`config.mk`:
```
export PLATFORM = sky130hd
export DESIGN_NAME = noise_var_stream
export DESIGN_NICKNAME = d
export VERILOG_FILES = /design/src/rtl/noise_var_stream.sv
export SDC_FILE = /design/constraint.sdc
export NUM_CORES = 2
export LEC_CHECK = 0
export BUFFER_PORTS_ARGS = -buffer_cell sky130_fd_sc_hd__buf_2
export CAP_MARGIN = 40
export CORE_AREA = 2 2 276 305
export DETAILED_ROUTE_END_ITERATION = 10
export DIE_AREA = 0 0 278 307
export GPL_ROUTABILITY_DRIVEN = 0
export PLACE_DENSITY = 0.63
export SYNTH_ARGS = -nofsm -noshare
export SYNTH_HDL_FRONTEND = slang
export SYNTH_SLANG_ARGS = --single-unit
```
`constraint.sdc`:
```
create_clock -name clk -period 16.3 [get_ports clk]
set_input_delay 4.075 -clock clk [delete_from_list [all_inputs] [get_ports clk]]
set_output_delay 4.075 -clock clk [all_outputs]
set_load 0.005 [all_outputs]
```
`src/rtl/noise_var_stream.sv`:
```
// Streaming population variance/mean over power-of-two windows of signed samples.
// Exact integer datapath: var = ((sumsq << k) - sum^2) >> 2k, mean = sum >>> k.
module noise_var_stream #(
    parameter int unsigned DATA_W   = 13,
    parameter int unsigned MAX_LOG2 = 8
) (
    input  logic                                 clk,
    input  logic                                 rst_n,
    input  logic                                 start,
    input  logic [$clog2(MAX_LOG2+1)-1:0]        win_log2,
    input  logic                                 auto_restart,
    input  logic                                 abort,
    input  logic                                 in_valid,
    input  logic signed [DATA_W-1:0]             in_data,
    output logic                                 in_ready,
    output logic                                 out_valid,
    output logic [2*DATA_W-1:0]                  out_var,
    output logic signed [DATA_W-1:0]             out_mean,
    input  logic                                 out_ready,
    output logic                                 busy
);
    localparam int unsigned KW    = $clog2(MAX_LOG2 + 1);
    localparam int unsigned SUM_W = DATA_W + MAX_LOG2;
    localparam int unsigned SQ_W  = 2 * DATA_W + MAX_LOG2;
    localparam int unsigned P_W   = 2 * DATA_W;
    localparam int unsigned D_W   = 2 * SUM_W;
    localparam int unsigned CNT_W = MAX_LOG2 + 1;

    typedef enum logic [1:0] {S_IDLE, S_ACCUM, S_CALC, S_OUT} state_e;

    state_e                    state_q, state_d;
    logic signed [SUM_W-1:0]   sum_q, sum_d;
    logic [SQ_W-1:0]           sumsq_q, sumsq_d;
    logic [CNT_W-1:0]          count_q, count_d;
    logic [KW-1:0]             k_q, k_d;
    logic                      auto_q, auto_d;
    logic [P_W-1:0]            var_q, var_d;
    logic signed [DATA_W-1:0]  mean_q, mean_d;
    logic                      in_ready_q, in_ready_d;
    logic                      out_valid_q, out_valid_d;
    logic                      busy_q, busy_d;

    logic [KW-1:0]             k_clamp_c;
    logic signed [P_W-1:0]     din_x_c, din_sq_c;
    logic signed [D_W-1:0]     sum_x_c, sum_sq_c;
    logic [D_W-1:0]            d_c;
    logic [CNT_W-1:0]          win_cnt_c;

    // Exact datapath terms; the subtraction is non-negative by Cauchy-Schwarz
    always_comb begin
        k_clamp_c = (win_log2 > KW'(MAX_LOG2)) ? KW'(MAX_LOG2) : win_log2;
        din_x_c   = P_W'(in_data);
        din_sq_c  = din_x_c * din_x_c;
        sum_x_c   = D_W'(sum_q);
        sum_sq_c  = sum_x_c * sum_x_c;
        d_c       = (D_W'(sumsq_q) << k_q) - D_W'($unsigned(sum_sq_c));
        win_cnt_c = CNT_W'(1) << k_q;
    end

    always_comb begin
        state_d = state_q;
        sum_d   = sum_q;
        sumsq_d = sumsq_q;
        count_d = count_q;
        k_d     = k_q;
        auto_d  = auto_q;
        var_d   = var_q;
        mean_d  = mean_q;

        unique case (state_q)
            S_IDLE: begin
                if (start) begin
                    k_d     = k_clamp_c;
                    auto_d  = auto_restart;
                    sum_d   = '0;
                    sumsq_d = '0;
                    count_d = '0;
                    state_d = S_ACCUM;
                end
            end
            S_ACCUM: begin
                if (in_valid) begin
                    sum_d   = sum_q + SUM_W'(in_data);
                    sumsq_d = sumsq_q + SQ_W'($unsigned(din_sq_c));
                    count_d = count_q + CNT_W'(1);
                    if (count_q + CNT_W'(1) == win_cnt_c) state_d = S_CALC;
                end
            end
            S_CALC: begin
                var_d   = P_W'(d_c >> {k_q, 1'b0});
                mean_d  = DATA_W'(sum_q >>> k_q);
                state_d = S_OUT;
            end
            S_OUT: begin
                if (out_ready) begin
                    if (auto_q) begin
                        sum_d   = '0;
                        sumsq_d = '0;
                        count_d = '0;
                        state_d = S_ACCUM;
                    end else begin
                        state_d = S_IDLE;
                    end
                end
            end
            default: state_d = S_IDLE;
        endcase

        // Cancel wins over start and out_ready; last result stays on out_var/out_mean
        if (abort) begin
            state_d = S_IDLE;
            sum_d   = '0;
            sumsq_d = '0;
            count_d = '0;
        end

        in_ready_d  = (state_d == S_ACCUM);
        out_valid_d = (state_d == S_OUT);
        busy_d      = (state_d != S_IDLE);
    end

    always_ff @(posedge clk or negedge rst_n) begin
        if (!rst_n) begin
            state_q     <= S_IDLE;
            sum_q       <= '0;
            sumsq_q     <= '0;
            count_q     <= '0;
            k_q         <= '0;
            auto_q      <= 1'b0;
            var_q       <= '0;
            mean_q      <= '0;
            in_ready_q  <= 1'b0;
            out_valid_q <= 1'b0;
            busy_q      <= 1'b0;
        end else begin
            state_q     <= state_d;
            sum_q       <= sum_d;
            sumsq_q     <= sumsq_d;
            count_q     <= count_d;
            k_q         <= k_d;
            auto_q      <= auto_d;
            var_q       <= var_d;
            mean_q      <= mean_d;
            in_ready_q  <= in_ready_d;
            out_valid_q <= out_valid_d;
            busy_q      <= busy_d;
        end
    end

    assign in_ready  = in_ready_q;
    assign out_valid = out_valid_q;
    assign out_var   = var_q;
    assign out_mean  = mean_q;
    assign busy      = busy_q;
endmodule
```
* Word level (Yosys, flattened, before mapping)
Index checks and enable logic that the tools add are counted.
Operators by class: reductions and logical operators 5, shifts and indexed selects 4, eq/ne operators 10, $mul 2, divide/modulo/power cells 0, magnitude comparators 1, bitwise logic cells 0, multiplexer cells 26, $add $sub $neg 4
Operators with widths (number):
- $mux 34 | 5
- $mux 21 | 5
- $pmux 34 s3 | 1
- $pmux 21 s3 | 1
- $mux 9 | 5
- $mul 21x21->42 | 1
- $shl 34x4->42 | 1
- $shr 42x5->26 | 1
- $sub 42x42->42 | 1
- $add 34x26->34 | 1
- $pmux 9 s3 | 1
- $mul 13x13->26 | 1
- $add 21x13->21 | 1
- $sshr 21x4->13 | 1
- $ne 3x3->1 const B | 4
- $mux 2 | 5
- $add 9x1->9 const B | 1
- $eq 9x9->1 | 1
- $shl 1x4->9 const A | 1
- $pmux 2 s4 | 1
- $eq 2x2->1 const B | 3
- $reduce_and 5->1 | 1
- $eq 2x1->1 const B | 2
- $gt 4x4->1 const B | 1
- 6 further kinds | 6
Word-level totals: memories 0, word-level logic and storage cells 63, input port bits 24, bits in writable memories 0, latch bits 0, bits in read-only memories 0, output and inout bits 42, register bits after elaboration 113

* Logic depth before layout (Yosys ltp)
depth in word-level cells 7, mapped depth 33, depth with buffers taken out 32

* Worst setup path after synthesis
Ideal clock, no wire load.
kind input -> register, from input port in_data[2], to register sumsq_q[30], data arrival time 10.893 ns, required time 16.205 ns, slack 5.311 ns, cell stages on the path 28, cell sequence clkbuf_1 and2_1 fa_1 fa_1 fa_1 inv_1 fa_1 inv_1 fa_1 ha_1 ha_1 o21ai_0 a21boi_0 o21ai_0 a211oi_1 nor2_1 a2111oi_0 nor3_1 o41ai_1 a21oi_1 xnor2_1 ha_1 and2_1 a22o_1 a311o_1 a31oi_1 o21ai_0 o31ai_1
On the way: longest elaborated chain between the ends 5
Ends and longest elaborated chain:
- start, declared | line 14 | input logic signed [DATA_W-1:0] in_data,
- $mul 13x13->26 | line 53 | din_sq_c = din_x_c * din_x_c;
- $add 34x26->34 | line 84 | sumsq_d = sumsq_q + SQ_W'($unsigned(din_sq_c));
- $mux 34 | line 82 | if (in_valid) begin
- $pmux 34 s3 | line 70 | unique case (state_q)
- $mux 34 | line 110 | if (abort) begin
- end signal, assigned | line 138 | sumsq_q <= sumsq_d;
- end, declared | line 33 | logic [SQ_W-1:0] sumsq_q, sumsq_d;
No other way between the ends. The select of a mux whose other input is x is not followed. A chain may end at the register's enable or synchronous reset.

* Worst setup path in the final report
from input port in_data[1], to register sumsq_q[32]
The elaborated chain is that of the path after synthesis.

==> results list <==
- After detailed routing, the number of remaining DRC violations is 0.
- The number of setup buffers added after CTS is 0.
- Gates resized during post-CTS repair numbered 0.
- The detailed router finished its first iteration with 1,874 violations.
- Class of the most critical hold timing path: register to register
- Once detailed placement completed, the half-perimeter wirelength came to 70,400 um.
* Total via count after detailed routing: 24,750
- In this run the count of I/O pins placed on the die edge is 66.
* Synthesis-to-layout area growth: 5.98%
- After synthesis, the cell types taking the most area are fa_1 37%, ha_1 9.4%, dfrtp_1 8.7%.
* Post-synthesis cell type count: 89
* Initial Utilization: 39.4%
- Crit path from: in_data[1]
* Final worst clock skew: 18.1 ps
- The worst hold path begins at out_var[4].
- Aggregate negative setup slack: 0 ps
- Area of the placeable core: 82,600 sq um
- Among the stages of the critical path, the cell type that occurs most often is fa_1.
* Via density: 5.37
- STA classifies the critical path startpoint as a primary input.
* GRT met1 Usage: 26.1%
- The mapped netlist covers 32,600 sq um.
- Worst path arrival time: 11,920 ps
- The setup path with the least slack is of type primary input to register.
* Ratio of final minimum period to clock period: 71.0%
- Entering global routing, the biggest net connects 67 pins.
- First-pass GRT wire length: 140,000 um
- NumNets Final: 4,402
* Antenna cell count: 0
- Area occupied by registers: 2840 sq um
- The cell sitting at the root of the clock tree is a clkbuf_16.
- The tool flagged a number of max-cap violations equal to 0.
- Critical Path Slowest Stage Cell: a2111oi_0
- # setup viols final: 0
- Most utilized layer in the global route result: met2
* Number of synthesized flops with an enable pin: 0
- Among all cell types in the netlist, the one instantiated most often is inv_1.
* Number of global-route vias before repair: 25,876
- The biggest area contributor in the post-synthesis netlist is fa_1.
- For the pin with the worst max-slew slack, the measured transition is 892 ps.
* Hold Buf Count CTS: 0
* Maximum count of clock buffers along a single path: 2
* Area fraction of the dominant cell type after synthesis: 37.2%
* Antenna violations before repair: 1
- Die span in y: 307 um
* Endpoint kind of the worst setup timing path: register
- Std cell rows: 111
* Net count after synthesis: 4,445
* Unrepaired setup endpoints after global routing: no
* Die footprint: 85,300 sq um
- For this run the aggregate overflow at the end of global routing stands at 0.
- FF-to-FF Start: sum_q[2]
- After synthesis, the mean cell area works out to 9.13 sq um.
- The routed design has 86,200 um of wire.
- Worst-Skew Late Latency: 450 ps
* Clock Sink Count: 113
* Global routing usage on met3: 2.40%
- Combined area of the multi-input logic cells: 26,600 sq um
- The largest single stage delay on the critical path is 700 ps.
- Port buffering added 65 buffers.
* Clk slew on worst S/H paths: 70 ps
- Required time of the worst setup path: 16,650 ps
- The clock period could shrink to 11,570 ps.
- Top FF cell, synth: dfrtp_1
- Final Slew Violations: 0
- In the final layout, the share of cells above drive strength 1 is 7.37%.
- Post-synthesis sequential area ratio: 8.68%
* Worst relative slew slack: 40.3%
* Async S/R FF share, synth: 100%
* Number of failing hold endpoints at the final stage: 0
- For this run, the detailed router's first-pass iteration total came to 7.
- CTS tree: done
* Post-synthesis instance total: 3,570
* Number of levels the H-tree was split into: 4
- #FFs+latches synth: 113
- Horizontal die dimension: 278 um
- Of all nets on the critical path, the largest fanout is 19.
* Number of warning messages in the yosys log: 0
* Status: finished clean
- Number of fill cells in the layout: 8,123
- In this run the remaining antenna-violating nets after routing total 0.
- Max Clock Freq: 86.4 MHz
- For this run, the total global-route usage over all layers was measured as 20.7%.
- Global routing consumed, on the met2 layer, 36.0% of the routing resources.
- Most instantiated cells after synthesis: 687 x inv_1, 605 x fa_1, 339 x nand2_1
- In the final routed layout, each cell accounts on average for 18.7 um.
- Number of clock buffers inserted by TritonCTS: 17
## per-stage QoR
step	std cells	setup WS (ps)	hold WS, ps	utilization [%]	instance area (sq um)
floorplan	3570	5310	471	-	32600
global placement	4580	4300	468	41.1	33900
detailed placement	4581	4230	477	41.1	34000
CTS	4613	4660	492	41.8	34500
global route	4613	4010	517	41.8	34500
finish	4613	4730	492	41.8	34500
## area by class of cell
class                           count  share of cell area, %
Multi-Input combinational cell   2603                   76.9
Sequential cell                   113                   8.22
Inverter                          689                   7.49
Tap cell                         1073                   3.89
Timing Repair Buffer              103                   1.81
Clock buffer                       17                   1.23
Clock inverter                     15                  0.464
## cells in the final DEF (no fill, tap or decap), drive strengths merged, types with 6 or more instances in the layout
cell    count
or3        13
mux4       41
o21ai     140
buf       103
xor2       45
and4        6
o21a       22
a221o       8
a22o       14
nand4      11
o22ai       6
a21o       35
o21bai     22
o31ai      18
o221ai     10
nand2     339
mux2       37
o211a       6
nor4        7
o211ai     27
a211oi     32
and2      149
a21boi      6
fa        605
xnor2      86
a31oi      29
clkbuf     17
mux2i      57
nand2b     17
a21oi     142
inv       701
nor2      152
and3       24
nor2b      56
or2        13
ha        246
dfrtp     113
nand3      46
a211o      12
nor3       36
## per-layer routing
metal	wire, um	vias up
met3	4160	170
met5	0	-
met2	43200	704
li1	-	11424
met4	3880	0
met1	35000	12452
## worst paths after layout
| kind | endpoint | slack (ps) | cells after the start |
|---|---|---|---|
| setup / recovery | sumsq_q[32] | 4730 | 28 |
| hold reg to reg | out_var[4] | 490 | 1 |
| setup reg to reg | out_var[11] | 7410 | 27 |
| min in group asynchronous | state_q[0] | 3650 | 1 |
| max in group asynchronous | sum_q[14] | 11340 | 2 |
| hold / removal | out_var[4] | 490 | 1 |
## state kept, by name, indices dropped and copies added, names as in the netlist
register   count
busy           1
k_q            4
out_mean      13
count_q        9
in_ready       1
sumsq_q       34
state_q        2
sum_q         21
auto_q         1
out_valid      1
out_var       26
## critical path, delay by kind of cell
family	cells	cell delay [ps]
and+or+nand+nor	4	740
xor gates and xnor gates	1	180
buffers and inverters	3	460
adders and majority gates	8	3320
AOI/OAI and AO/OA	12	3130
## logic make-up after synthesis
group                      count (synthesis)  share of synthesized area [%]
and+or+nand+nor                          887                           13.1
buffers and inverters                    854                           9.86
adders and majority gates                851                           46.6
AOI/OAI and AO/OA                        598                           12.3
muxes                                    135                           5.87
xor gates and xnor gates                 131                           3.52
DFF                                      113                           8.68
other                                      1                         0.0115
Power is not shown: default switching activity piles up to over one toggle a cycle in this logic, so the estimate is an artifact.
